--- config.mk ---
export PLATFORM = sky130hd
export DESIGN_NAME = wb_port_arbiter
export DESIGN_NICKNAME = d
export VERILOG_FILES = /design/src/rtl/wb_port_arbiter.sv
export SDC_FILE = /design/constraint.sdc
export NUM_CORES = 1
export LEC_CHECK = 0
export CAP_MARGIN = 20
export CORE_ASPECT_RATIO = 0.7
export CORE_UTILIZATION = 51
export CTS_CLUSTER_DIAMETER = 150
export DETAILED_ROUTE_END_ITERATION = 7
export DONT_BUFFER_PORTS = 1
export PLACE_DENSITY_LB_ADDON = 0.2
export SLEW_MARGIN = 20
export SYNTH_ARGS = -nofsm -noshare
export SYNTH_HDL_FRONTEND = slang
export SYNTH_SLANG_ARGS = --single-unit
--- constraint.sdc ---
create_clock -name Clk -period 5.65 [get_ports Clk]
set_clock_uncertainty 0.2 [all_clocks]
set_input_delay 0.8475 -clock Clk [delete_from_list [all_inputs] [get_ports Clk]]
set_output_delay 0.8475 -clock Clk [all_outputs]
set_load 0.02 [all_outputs]
--- src/rtl/wb_port_arbiter.sv ---
// Register-file write-port owner: selects write-back data and arbitrates the single
// write port between the pipeline WB stage and the debug/loader unit.
module wb_port_arbiter #(
    parameter int DATA_W       = 32,
    parameter int ADDR_W       = 5,
    parameter int STARVE_LIMIT = 4
) (
    input  logic              Clk,
    input  logic              Reset_n,
    input  logic              wb_valid,
    input  logic              wb_reg_write,
    input  logic              wb_mem_to_reg,
    input  logic [DATA_W-1:0] wb_alu_data,
    input  logic [DATA_W-1:0] wb_mem_data,
    input  logic [ADDR_W-1:0] wb_rd,
    output logic              wb_stall,
    input  logic              dbg_req,
    input  logic [ADDR_W-1:0] dbg_addr,
    input  logic [DATA_W-1:0] dbg_data,
    output logic              dbg_ack,
    output logic              rf_we,
    output logic [ADDR_W-1:0] rf_waddr,
    output logic [DATA_W-1:0] rf_wdata
);

    localparam logic [1:0] GRANT_NONE = 2'd0;
    localparam logic [1:0] GRANT_PIPE = 2'd1;
    localparam logic [1:0] GRANT_DBG  = 2'd2;

    localparam int          CNT_W     = 4;
    localparam logic [CNT_W-1:0] LIMIT = CNT_W'(STARVE_LIMIT);

    logic              pipe_eff;
    logic              dbg_live;
    logic              force_grant;
    logic              dbg_grant;
    logic              pipe_grant;
    logic [1:0]        grant_sel;
    logic [DATA_W-1:0] wb_sel_data;
    logic [CNT_W-1:0]  starve_cnt;

    // A pipeline write to register 0 is architecturally a no-op, so it never competes.
    assign pipe_eff    = wb_valid & wb_reg_write & (wb_rd != '0);
    assign dbg_live    = dbg_req & ~dbg_ack;
    assign force_grant = (starve_cnt == LIMIT);

    assign dbg_grant   = dbg_live & (~pipe_eff | force_grant);
    assign pipe_grant  = pipe_eff & ~dbg_grant;
    assign wb_stall    = dbg_grant & pipe_eff & Reset_n;

    assign wb_sel_data = wb_mem_to_reg ? wb_mem_data : wb_alu_data;

    always_comb begin
        grant_sel = GRANT_NONE;
        if (dbg_grant) begin
            grant_sel = GRANT_DBG;
        end else if (pipe_grant) begin
            grant_sel = GRANT_PIPE;
        end
    end

    // Address and data hold their last values when nobody is granted.
    always_ff @(posedge Clk or negedge Reset_n) begin
        if (!Reset_n) begin
            rf_we    <= 1'b0;
            rf_waddr <= '0;
            rf_wdata <= '0;
            dbg_ack  <= 1'b0;
        end else begin
            case (grant_sel)
                GRANT_PIPE: begin
                    rf_we    <= 1'b1;
                    rf_waddr <= wb_rd;
                    rf_wdata <= wb_sel_data;
                    dbg_ack  <= 1'b0;
                end
                GRANT_DBG: begin
                    rf_we    <= (dbg_addr != '0);
                    rf_waddr <= dbg_addr;
                    rf_wdata <= dbg_data;
                    dbg_ack  <= 1'b1;
                end
                default: begin
                    rf_we    <= 1'b0;
                    dbg_ack  <= 1'b0;
                end
            endcase
        end
    end

    // Counts consecutive denied debug cycles; reaching the limit forces a debug grant.
    always_ff @(posedge Clk or negedge Reset_n) begin
        if (!Reset_n) begin
            starve_cnt <= '0;
        end else if (dbg_grant || !dbg_live) begin
            starve_cnt <= '0;
        end else if (starve_cnt != LIMIT) begin
            starve_cnt <= starve_cnt + 1'b1;
        end
    end

endmodule
# Word-level counts from Yosys, hierarchy flattened

Index checks and enable logic that the tools add are counted.

Word-level logic and storage cells: 36
ROM bits: 0
Memory bits (writable): 0
Flip-flop bits (word level): 43
Input port bits: 112
Memories kept: 0
Output and inout bits: 40
Bits in latches: 0

$add $sub $neg: 1
Divide/modulo/power cells: 0
Mux-type cells: 9
$mul: 0
Bitwise logic cells: 11
Reductions and logical operators: 6
$lt $le $gt $ge: 0
Shifts and indexed selects: 0
Equal/unequal tests: 4

Operators with widths:

| operator                                               | number |
|---|---|
| case mux 32 bit (2 select lines)                       | 1 |
| two-way mux 32 bit                                     | 1 |
| case mux 5 bit (2 select lines)                        | 1 |
| nonzero test 5 bit                                     | 2 |
| two-way mux 4 bit                                      | 2 |
| AND 1 bit                                              | 7 |
| adder 4 x 1 -> 4 bit (second input constant)           | 1 |
| == test 4 x 3 -> 1 bit (second input constant)         | 1 |
| inequality test 4 x 3 -> 1 bit (second input constant) | 1 |
| nonzero test 2 bit                                     | 2 |
| inverter 1 bit                                         | 3 |
| == test 2 x 1 -> 1 bit (second input constant)         | 1 |
| == test 2 bit (second input constant)                  | 1 |
| two-way mux 1 bit                                      | 2 |
| two-way mux 2 bit                                      | 1 |
| case mux 1 bit (2 select lines)                        | 1 |
| zero test 1 bit                                        | 1 |
| logical OR 1 bit                                       | 1 |
| OR 1 bit                                               | 1 |

# Logic depth before layout (Yosys ltp)

Gate-level depths: netlist of the first run.

Depth after elaboration: 11
Depth in mapped cells: 7
Gate-level depth less buffers: 6

# Least setup slack after synthesis of the first run

Ideal clock, no wire load.

Path kind: input-to-output
Start point: input port wb_rd[1]
End point: output port wb_stall
Cell stages on the path: 5
Data required time: 4.603 ns
Slack: 2.686 ns
Arrival: 1.916 ns
Buffers on the path: 2
Cells stage by stage: or4_4 o21bai_4 buf_6 buf_6 nor2_1

Word-level cells in the longest chain between the ends: 7

RTL lines:

| what                     | RTL line | text |
|---|---|---|
| from (decl)              | 15       | `input logic [ADDR_W-1:0] wb_rd,` |
| nonzero test 5 bit *     | 43       | `assign pipe_eff = wb_valid & wb_reg_write & (wb_rd != '0);` |
| AND 1 bit *              | 43       |  |
| inverter 1 bit           | 47       | `assign dbg_grant = dbg_live & (~pipe_eff \| force_grant);` |
| OR 1 bit                 | 47       |  |
| AND 1 bit                | 47       |  |
| AND 1 bit * (2 in a row) | 49       | `assign wb_stall = dbg_grant & pipe_eff & Reset_n;` |
| to (decl)                | 16       | `output logic wb_stall,` |

Every way passes the cells marked *; elsewhere a longest branch is shown, timed or not.

# Worst setup path in the final report of the first run

Start point: input port dbg_req
End point: output port wb_stall

Word-level cells in the longest chain between the ends: 4

RTL lines:

| what                   | RTL line | text |
|---|---|---|
| from (decl)            | 17       | `input logic dbg_req,` |
| AND 1 bit              | 44       | `assign dbg_live = dbg_req & ~dbg_ack;` |
| AND 1 bit              | 47       |  |
| AND 1 bit (2 in a row) | 49       |  |

Every way passes these cells.

==> metrics.yaml, run 1 <==
timing:
  fin_crit_ns: 3.22
  hold_viol: 0
  tightest_slew_ns: 0.675
  relSlewSlack: 0.550
  worst_hold_slack_ns: 0.0472
  rsz0062_at_grt: "no"
  setup_viol: 0
  fin_tns_setup_ns: 0
  finalMaxSlewViolations: 0
  finalCritPeriodShare: 0.570
  fmax_mhz: 311
power:
  combPwrFrac: 0.155
  sw_frac_of_total: 0.321
  p_sw_w: 0.000235
  p_clk_frac: 0.255
  ir_worst_vdd_mv: 0.106
  power.density_mw_per_mm2: 278
  p_leak_nw: 1.16
  intPower_w: 0.000497
  seqPwrFrac: 0.590
layout:
  n_antenna_cell: 0
  final_cell_count_no_fill: 302
  finish.utilization: 0.552
  area_growth_pct: 3.43
  final_layout_size_suffix_gt1_frac: 0.0901
  final_net_count: 346
detailed_routing:
  vias: 1845
  drt_wl_total_mm: 5.72
  drcViolationCount: 0
  first_pass_iters: 4
  wl_per_cell_um: 18.9
  vias_per_cell: 6.11
  final_antenna_net_count: 0
  drtIter0Drc: 58
synthesis:
  yosysWarnings: 0
  synth-seq-cells: 43
  syn_inst: 244
  synth_area_mm2: 0.00255
  syn_nets: 358
  synth_area_per_cell_um2: 10.5
  synth.distinct_cells: 33
  seq_area_frac_synth: 0.422
clocking:
  post_cts_resized: 0
  hold_buffers: 0
  cts-root-buf: "clkbuf_8"
  h-tree-depth: 2
  clkLatencyLatePin_ns: 0.29
  cts_made_buffers: 5
  cts_setup_buffers: 0
  path_clk_slew_ns: 0.08
  ctsLongestPathBuffers: 2
  tritoncts: "done"
  clock-sinks: 43
worst_setup_path:
  cp.depth: 5
  r2r_start: "dbg_ack$_DFF_PN0_"
  cp-start-kind: "input pin"
  timing.critical_path.cells: "nor2b_4, buf_4, and2_0, nand2_1, nor2_1"
  crit_arrival_ns: 2.17
  crit_family: "simple AND/OR/NAND/NOR gates"
  rr_worst_depth: 6
  crit_slowest_cell: "buf_4"
  critPathMaxStageDelay_ns: 0.40
  path_buf_inv: 1
  path_class: "in -> out"
  worstSetupStartpoint: "dbg_req"
  endpoint_kind: "output port"
  path_max_fanout: 43
  required_ns: 4.60
place:
  dpl.cell_count: 294
  portBuffers: 0
  gp_congestion: 0.721
  dp_hpwl_mm: 3.95
hold_path:
  hold_class: "in -> async"
floorplanning:
  start_util: 0.533
  core-area_mm2: 0.00478
  die_x_um: 86.5
  num_rows: 21
  dieHeight_um: 61.2
  ios: 152
  dieArea_mm2: 0.00529
grt:
  grtUsageTotal: 0.220
  first_global_vias: 1818
  grt_start_max_net_pins: 76
  grt_pass1_wl_mm: 8.77
  grt_antenna_before_repair: 0
  grt_overflow: 0
flow_run:
  maxCapViolCount: 0
run_status:
  status: "finished clean"
[stage by stage]
step,instance area [µm²],power (W),setup slack [ns]
after global placement,2540,0.000551,2.47
final,2640,0.000733,2.43
after floorplan,2550,0.000537,2.69
after detailed placement,2560,0.000554,2.43
after global routing,2640,0.000777,2.31
after CTS,2640,0.000743,2.42
[logic make-up after synthesis]
group / count (synthesis) / share of synthesized area
DFF: 43 / 0.422
buffers and inverters: 31 / 0.0643
AOI/OAI and AO/OA: 106 / 0.316
xor gates and xnor gates: 2 / 0.00687
adders and majority gates: 2 / 0.00981
and+or+nand+nor: 28 / 0.0550
muxes: 32 / 0.126
[sequential cells by signal, summed over array words and instances, names as in the netlist]
| name | cells |
|---|---|
| rf_wdata | 32 |
| dbg_ack | 1 |
| rf_we | 1 |
| starve_cnt | 4 |
| rf_waddr | 5 |
[worst reg2reg max path: stages (launching register included)]
cell and delay (ns):
dfrtp_1 0.49, nor2b_4 0.14, buf_4 0.40, nand2_1 0.51, buf_8 0.32, a21o_1 0.16
a2bb2oi_1 0.15
[per-layer routing]
metal	routed length, µm	GRT usage	vias to the layer above	part of all wire
met5	0	0	-	0
met4	42	0.0643	0	0.0073
met3	624	0.0898	4	0.11
met2	2670	0.362	89	0.47
met1	2390	0.273	877	0.42
li1	-	-	875	-
[cell usage after synthesis, drive strengths merged]
cell type  number  area, µm²
nor2           12       45.0
ha              2       25.0
inv             8       30.0
nand3b          1       7.51
a21oi           1       5.00
nand3           1       5.00
mux2i          32        320
a2bb2oi        32        293
and3b           1       8.76
xor2            1       8.76
a211oi          1       7.51
buf            15        104
or4             2       18.8
clkbuf          8       30.0
nand2           3       11.3
o31ai           1       12.5
and2            1       6.26
a221oi          4       60.1
nand2b          1       6.26
dfrtp          43       1080
nor2b           1       6.26
o21ai          34        170
xnor2           1       8.76
o21bai          1       18.8
a21o           32        240
nor3            5       25.0
[worst paths after layout]
kind / endpoint / slack, ns
setup / recovery: wb_stall / 2.43
hold / removal: rf_wdata[30]$_DFFE_PN0P_ / 0.05
setup reg to reg: rf_wdata[15]$_DFFE_PN0P_ / 3.20
hold reg to reg: starve_cnt[0]$_DFFE_PN0P_ / 0.28
max in group asynchronous: rf_wdata[19]$_DFFE_PN0P_ / 5.11
min in group Clk: starve_cnt[0]$_DFFE_PN0P_ / 0.28
[area by class of cell]
cell class,count,area [µm²]
clock buffer,7,76.3
clock inverter,1,5.00
fill,465,2140
inverter,8,30.0
multi-input combinational,170,1330
sequential,43,1080
tap,69,86.3
timing repair buffer,4,37.5
[layout by cell type, fill, tap and decap left out]
cell,synthesis,layout
xnor2_1,1,1
buf_8,0,1
inv_1,7,7
nand2_1,3,3
or4_4,1,1
a21o_1,32,32
a2bb2oi_2,2,2
xor2_1,1,1
nand3_1,1,1
nand2b_1,1,1
nand3b_1,1,1
and3b_1,1,1
clkbuf_1,8,2
mux2i_1,32,32
nor2_1,12,12
inv_2,1,1
o21ai_1,23,23
clkinv_2,0,1
ha_1,2,2
a221oi_2,4,4
o21ai_0,11,11
or4_1,1,1
o31ai_4,0,1
dfrtp_1,43,43
a21oi_1,1,1
buf_4,2,3
and2_0,1,1
a2bb2oi_1,30,30
nor2b_4,0,1
o21bai_4,1,1
nor3_1,5,5
a211oi_1,1,1
clkbuf_8,0,5
[power groups by stage]
stage                     Sequential (W)  Combinational (W)  Clock, W
after floorplan                 0.000429           0.000108         0
after global placement          0.000439           0.000113         0
after detailed placement        0.000438           0.000115         0
after CTS                       0.000433           0.000115  0.000195
after global routing            0.000438           0.000129  0.000209
final                           0.000433           0.000114  0.000187
Power figures use the tool's default switching activity.
==> run 2, diff against run 1 <==
- clock period: 5.65 -> 2.7 ns (I/O delays scaled with it)
==> run 2 against run 1 <==
Effect of this change: worst setup slack got worse by 2.2 ns; combinational power rose by 130%; power rose by 130%; largest power group unchanged.
==> metrics.yaml, run 2 (same netlist as run 1, synthesis figures left out) <==
place:
  place_ws_ns: 0.263  # -2.17 ns
  gp_congestion: 0.816  # +13%
  dp_hpwl_mm: 4.14  # +4.8%
  portBuffers: 0  # unchanged
  placed_area_mm2: 0.00258  # +1.1%
grt:
  grtUsageMet3: 0.0818  # -0.00804
  first_global_vias: 1880  # +3.4%
  grt_start_max_net_pins: 58  # -24%
  grt_pass1_wl_mm: 9.35  # +6.6%
  met2_usage: 0.381  # +0.0193
  grt_overflow: 0  # unchanged
  grt-busiest-layer: "met2"
  use_met1: 0.303  # +0.0292
  grt_antenna_before_repair: 0  # unchanged
  grtUsageTotal: 0.234  # +0.0141
floorplanning:
  core-area_mm2: 0.00478  # unchanged
  num_rows: 21  # unchanged
  dieHeight_um: 61.2  # unchanged
  dieArea_mm2: 0.00529  # unchanged
  ios: 152  # unchanged
  die_x_um: 86.5  # unchanged
  start_util: 0.533  # unchanged
layout:
  top_regs: "rf_wdata: 32 flops, rf_waddr: 5 flops, starve_cnt: 4 flops"
  largest_reg_flops: 32  # unchanged
  fill_cells: 447  # -3.9%
  regMostFlops: "rf_wdata"
  n_antenna_cell: 0  # unchanged
  final_common_cell: "dfrtp_1"
  final_net_count: 351  # +1.4%
  final_layout_size_suffix_gt1_frac: 0.113  # +0.0233
  area_growth_pct: 7.41
  final_cell_mix: "dfrtp_1 (43), mux2i_1 (32), a21o_1 (32)"
  final_area_mm2: 0.00274  # +3.8%
power:
  p_leak_nw: 1.21  # +4.5%
  ir_worst_vdd_mv: 0.304  # +190%
  power.density_mw_per_mm2: 617  # +120%
detailed_routing:
  drt_wl_total_mm: 5.99  # +4.7%
  drcViolationCount: 0  # unchanged
  vias_per_cell: 6.22  # +1.8%
  vias: 1909  # +3.5%
  wl_per_cell_um: 19.5  # +3.0%
  final_antenna_net_count: 0  # unchanged
  first_pass_iters: 4  # unchanged
  drtIter0Drc: 132  # +130%
worst_setup_path:
  path_class: "reg -> out"
  r2r_start: "starve_cnt[0]$_DFFE_PN0P_"
  cp.depth: 7  # +2
  rr_worst_depth: 6  # unchanged
  crit_family: "simple AND/OR/NAND/NOR gates"
  required_ns: 2.10  # -2.50 ns
  path_max_fanout: 7  # -84%
  endpoint_kind: "output port"
  path_buf_inv: 2  # +1
  reg2reg_slack_ns: 0.31  # -2.89 ns
  crit_arrival_ns: 1.87  # -0.30 ns
  cp-start-kind: "flop"
  critPathMaxStageDelay_ns: 0.41  # about the same
  crit_slowest_cell: "dfrtp_1"
  worstSetupStartpoint: "starve_cnt[0]$_DFFE_PN0P_"
  endpoint: "wb_stall"
  r2r-end: "rf_wdata[18]$_DFFE_PN0P_"
  timing.critical_path.cells: "inv_1, ha_1, and3b_1, and2_0, nand2_1, nor2_1, buf_4"
timing:
  hold_viol: 0  # unchanged
  rsz0062_at_grt: "no"
  setup_viol: 0  # unchanged
  fin_tns_setup_ns: 0  # unchanged
  relSlewSlack: 0.503  # -0.0469
  tightest_slew_ns: 0.745  # +0.0703 ns
  fmax_mhz: 404
  finalMaxSlewViolations: 0  # unchanged
  finalCritPeriodShare: 0.916
  setup_ws_ns: 0.226  # -2.21 ns
  fin_crit_ns: 2.47
run_status:
  status: "finished clean"
clocking:
  ctsLongestPathBuffers: 2  # unchanged
  path_clk_slew_ns: 0.08  # about the same
  cts-root-buf: "clkbuf_8"
  tritoncts: "done"
  cts_made_buffers: 5  # unchanged
  clkLatencyLatePin_ns: 0.30  # about the same
  clock-sinks: 43  # unchanged
  h-tree-depth: 2  # unchanged
  cts_setup_buffers: 0  # unchanged
hold_path:
  holdPathStages: 2
  hold_class: "in -> reg"
flow_run:
  maxCapViolCount: 0  # unchanged
run 2: worst register-to-register path: cells and delay by family, from the launching register on:
kind / cells / cell delay [ns]
AOI/OAI and AO/OA: 2 / 0.86
buffers and inverters: 2 / 0.45
DFF: 1 / 0.39
and+or+nand+nor: 1 / 0.23
adders and majority gates: 1 / 0.18
run 2: worst min path at each step:
| stage | startpoint | slack [ns] | to |
|---|---|---|---|
| after floorplan | Reset_n | -0.09 | dbg_ack$_DFF_PN0_ |
| after global placement | Reset_n | -0.09 | rf_waddr[1]$_DFFE_PN0P_ |
| after detailed placement | Reset_n | -0.09 | rf_waddr[1]$_DFFE_PN0P_ |
| after CTS | dbg_addr[1] | 0.04 | rf_waddr[1]$_DFFE_PN0P_ |
| after global routing | dbg_data[30] | 0.03 | rf_wdata[30]$_DFFE_PN0P_ |
| final | dbg_addr[0] | 0.05 | rf_waddr[0]$_DFFE_PN0P_ |
run 2: cell type report:
type / instances / area [µm²] / area share
multi-input combinational: 170 / 1330 / 0.484
timing repair buffer: 9 / 103 / 0.0375
sequential: 43 / 1080 / 0.393
tap: 69 / 86.3 / 0.0315
clock inverter: 2 / 35.0 / 0.0128
inverter: 8 / 30.0 / 0.0110
clock buffer: 6 / 82.6 / 0.0302
run 2: stage by stage:
step | power (W) | std cells | hold slack (ns) | util
floorplan | 0.00112 | 244 | -0.0906 | -
global placement | 0.00116 | 297 | -0.0895 | 0.540
detailed placement | 0.00117 | 297 | -0.0895 | 0.540
CTS | 0.00171 | 307 | 0.0360 | 0.573
global route | 0.00179 | 307 | 0.0335 | 0.573
finish | 0.00169 | 307 | 0.0507 | 0.573
run 2: report_power, final:
part	switching [W]	total [W]	internal (W)
clock	0.000220	0.000520	0.000299
sequential	0.000176	0.000907	0.000730
combinational	0.000127	0.000263	0.000136
run 2: layer usage:
metal  up-vias  routed length, µm
li1        890                  -
met1       913               2650
met2        99               2670
met3         7                614
met4         0                 52
met5         -                  0
run 2: timing repair:
item                      CTS  global route
hold endpoints to repair   43             0
resized for setup           0             0
hold buffers                2             0
==> run 3, diff against run 2 <==
- ABC_AREA: default -> 1
==> run 3 against run 2 <==
Effect of this change: combinational power shrank 2%; worst setup slack gained 0.28 ns; via count grew 4.3%; global-route usage shrank 1.1 points; wire length grew 0.63%; critical path depth is the same; cell area shrank 3.9%; critical endpoint unchanged; highest routed layer unchanged.
==> metrics.yaml, run 3 <==
synthesis:
  ys_top_cells_by_count: "nand3_1 (103), dfrtp_1 (43), nand2_1 (42), mux2_2 (22), nand3_2 (12)"
  syn_inst: 281  # +15%
  ys_async_sr_fraction: 1.00  # unchanged
  synth_area_mm2: 0.00255  # unchanged
  yosysMostFrequentCell: "nand3_1"
  synth_area_leader_cell: "dfrtp_1"
  synth.distinct_cells: 25  # -24%
  yosysWarnings: 0  # unchanged
  synth_area_per_cell_um2: 9.07  # -13%
  synthTopCellsByArea: "dfrtp_1 (42%), nand3_1 (20%), mux2_2 (9.7%)"
  syn_nets: 395  # +10%
  synth-edff-count: 0  # unchanged
  synth-seq-cells: 43  # unchanged
  yosysTopAreaCellShare: 0.422  # unchanged
  ys.flop_type: "dfrtp_1"
  seq_area_frac_synth: 0.422  # unchanged
worst_setup_path:
  cp-start-kind: "flop"
  path_max_fanout: 18  # +11
  critPathMaxStageDelay_ns: 0.40  # about the same
  crit_arrival_ns: 1.59  # -0.28 ns
  path_class: "reg -> out"
  endpoint_kind: "output port"
  required_ns: 2.10  # about the same
  crit_slowest_cell: "dfrtp_1"
  timing.critical_path.cells: "inv_1, ha_1, nand3b_1, nand3_2, nand2_4, nor2_1, buf_4"
timing:
  setup_viol: 0  # unchanged
  setup_ws_ns: 0.509  # +0.283 ns
  worst_hold_slack_ns: 0.0501  # -0.000582 ns
  fin_tns_setup_ns: 0  # unchanged
  relSlewSlack: 0.719  # +0.216
  fin_crit_ns: 2.19  # -0.283 ns
  fmax_mhz: 456  # +13%
  finalMaxSlewViolations: 0  # unchanged
  hold_viol: 0  # unchanged
  tightest_slew_ns: 0.422  # -0.324 ns
  rsz0062_at_grt: "no"
  finalCritPeriodShare: 0.812  # -0.105
grt:
  first_global_vias: 1768  # -6.0%
  grt_antenna_before_repair: 1  # +1
  grt_start_max_net_pins: 44  # -24%
  grt_overflow: 0  # unchanged
  grtUsageTotal: 0.224  # -0.0107
  grt_pass1_wl_mm: 8.78  # -6.1%
power:
  p_sw_w: 0.000522  # -0.34%
  sw_frac_of_total: 0.340  # +0.0300
  power.density_mw_per_mm2: 583  # -5.5%
  seqPwrFrac: 0.592  # +0.055
  combPwrFrac: 0.167  # +0.011
  intPower_w: 0.00101  # -13%
  p_leak_nw: 1.16  # -4.1%
  p_clk_frac: 0.241  # -0.067
  ir_worst_vdd_mv: 0.230  # -24%
detailed_routing:
  wl_per_cell_um: 17.6  # -9.9%
  drtIter0Drc: 123  # -6.8%
  final_antenna_net_count: 0  # unchanged
  drt_wl_total_mm: 6.03  # +0.63%
  first_pass_iters: 5  # +1
  vias_per_cell: 5.81  # -6.6%
  drcViolationCount: 0  # unchanged
  vias: 1992  # +4.3%
clocking:
  cts-root-buf: "clkbuf_8"
  path_clk_slew_ns: 0.07  # about the same
  tritoncts: "done"
  cts_made_buffers: 5  # unchanged
  clkLatencyLatePin_ns: 0.28  # -0.02 ns
  cts_setup_buffers: 0  # unchanged
  clock-sinks: 43  # unchanged
  hold_buffers: 2  # unchanged
  ctsLongestPathBuffers: 2  # unchanged
  h-tree-depth: 2  # unchanged
  post_cts_resized: 0  # unchanged
floorplanning:
  core-area_mm2: 0.00478  # unchanged
  start_util: 0.533  # unchanged
  dieArea_mm2: 0.00529  # unchanged
  num_rows: 21  # unchanged
  dieHeight_um: 61.2  # unchanged
  ios: 152  # unchanged
  die_x_um: 86.5  # unchanged
place:
  gp_congestion: 0.770  # -5.7%
  place_ws_ns: 0.814  # +0.552 ns
  dp_hpwl_mm: 4.16  # +0.63%
  dpl.cell_count: 335  # +13%
  portBuffers: 0  # unchanged
layout:
  final_layout_size_suffix_gt1_frac: 0.193  # +0.0800
  top_regs: "rf_wdata: 32 flops, rf_waddr: 5 flops, starve_cnt: 4 flops"
  final_cell_mix: "nand3_1 (103), dfrtp_1 (43), nand2_1 (42)"
  finish.utilization: 0.550  # -0.0222
  area_growth_pct: 3.24
  final_net_count: 389  # +11%
  n_antenna_cell: 0  # unchanged
  regMostFlops: "rf_wdata"
  largest_reg_flops: 32  # unchanged
  final_common_cell: "nand3_1"
  final_cell_count_no_fill: 343  # +12%
flow_run:
  maxCapViolCount: 0  # unchanged
run_status:
  status: "finished clean"
hold_path:
  hold_class: "in -> reg"
==> run 3: changes by cell type after synthesis, sizes merged, moves of 4 or more <==
cell / delta
nand3: +114
nand2: +41
o21ai: -34
a21o: -32
a2bb2oi: -32
mux2: +32
mux2i: -32
clkbuf: -7
buf: +6
nor3: -5
a221oi: -4
nor2: -4
==> run 3: kinds of logic (layout without fill, tap and decap cells) <==
| logic type | Yosys count | after routing | share of synthesized area |
|---|---|---|---|
| buffers and inverters | 32 | 25 | 0.0780 |
| adders and majority gates | 2 | 2 | 0.00981 |
| DFF | 43 | 43 | 0.422 |
| and+or+nand+nor | 169 | 169 | 0.339 |
| xor gates and xnor gates | 2 | 2 | 0.00687 |
| muxes | 32 | 32 | 0.141 |
| AOI/OAI and AO/OA | 1 | 1 | 0.00295 |
==> run 3: area by class of cell <==
class	instances	area, µm²
inverters	10	40.0
well taps	69	86.3
flip-flops and latches	43	1080
multi-input cells	206	1270
repair buffers	9	82.6
clock buffers	6	72.6
fillers	443	2150
==> run 3: stage by stage <==
stage	power (W)	cell area [µm²]
CTS	0.00155	2630
floorplan	0.00112	2550
detailed placement	0.00116	2530
global placement	0.00116	2530
finish	0.00154	2630
global route	0.00162	2630
==> run 3: power groups by stage <==
stage                     sequential [W]  clock [W]  combinational (W)
after floorplan                 0.000898          0           0.000226
after global placement          0.000922          0           0.000238
after detailed placement        0.000921          0           0.000242
after CTS                       0.000909   0.000383           0.000260
after global routing            0.000919   0.000407           0.000294
final                           0.000909   0.000370           0.000257
==> run 3: layer usage <==
| metal | vias up | part of all wire | global-route usage |
|---|---|---|---|
| li1 | 954 | - | - |
| met2 | 99 | 0.44 | 0.345 |
| met5 | - | 0 | 0 |
| met4 | 0 | 0.0058 | 0.0595 |
| met3 | 5 | 0.094 | 0.0710 |
| met1 | 934 | 0.46 | 0.309 |
==> run 3: final timing paths <==
check | start | end | slack, ns | cells after the start
max in group asynchronous | Reset_n | rf_wdata[30]$_DFFE_PN0P_ | 1.71 | 2
hold reg to reg | starve_cnt[0]$_DFFE_PN0P_ | starve_cnt[0]$_DFFE_PN0P_ | 0.31 | 1
min in group asynchronous | Reset_n | rf_wdata[9]$_DFFE_PN0P_ | 0.38 | 2
setup / recovery | starve_cnt[0]$_DFFE_PN0P_ | wb_stall | 0.51 | 7
hold / removal | dbg_addr[1] | rf_waddr[1]$_DFFE_PN0P_ | 0.05 | 2
setup reg to reg | starve_cnt[0]$_DFFE_PN0P_ | rf_wdata[5]$_DFFE_PN0P_ | 0.79 | 8
==> run 3: worst max-delay path, delay by kind of cell, from the launching register on <==
family | cells | cell delay (ns)
AND/OR/NAND/NOR | 4 | 0.51
flip-flops | 1 | 0.40
buffers and inverters | 2 | 0.22
adder cells (fa/ha/maj) | 1 | 0.18
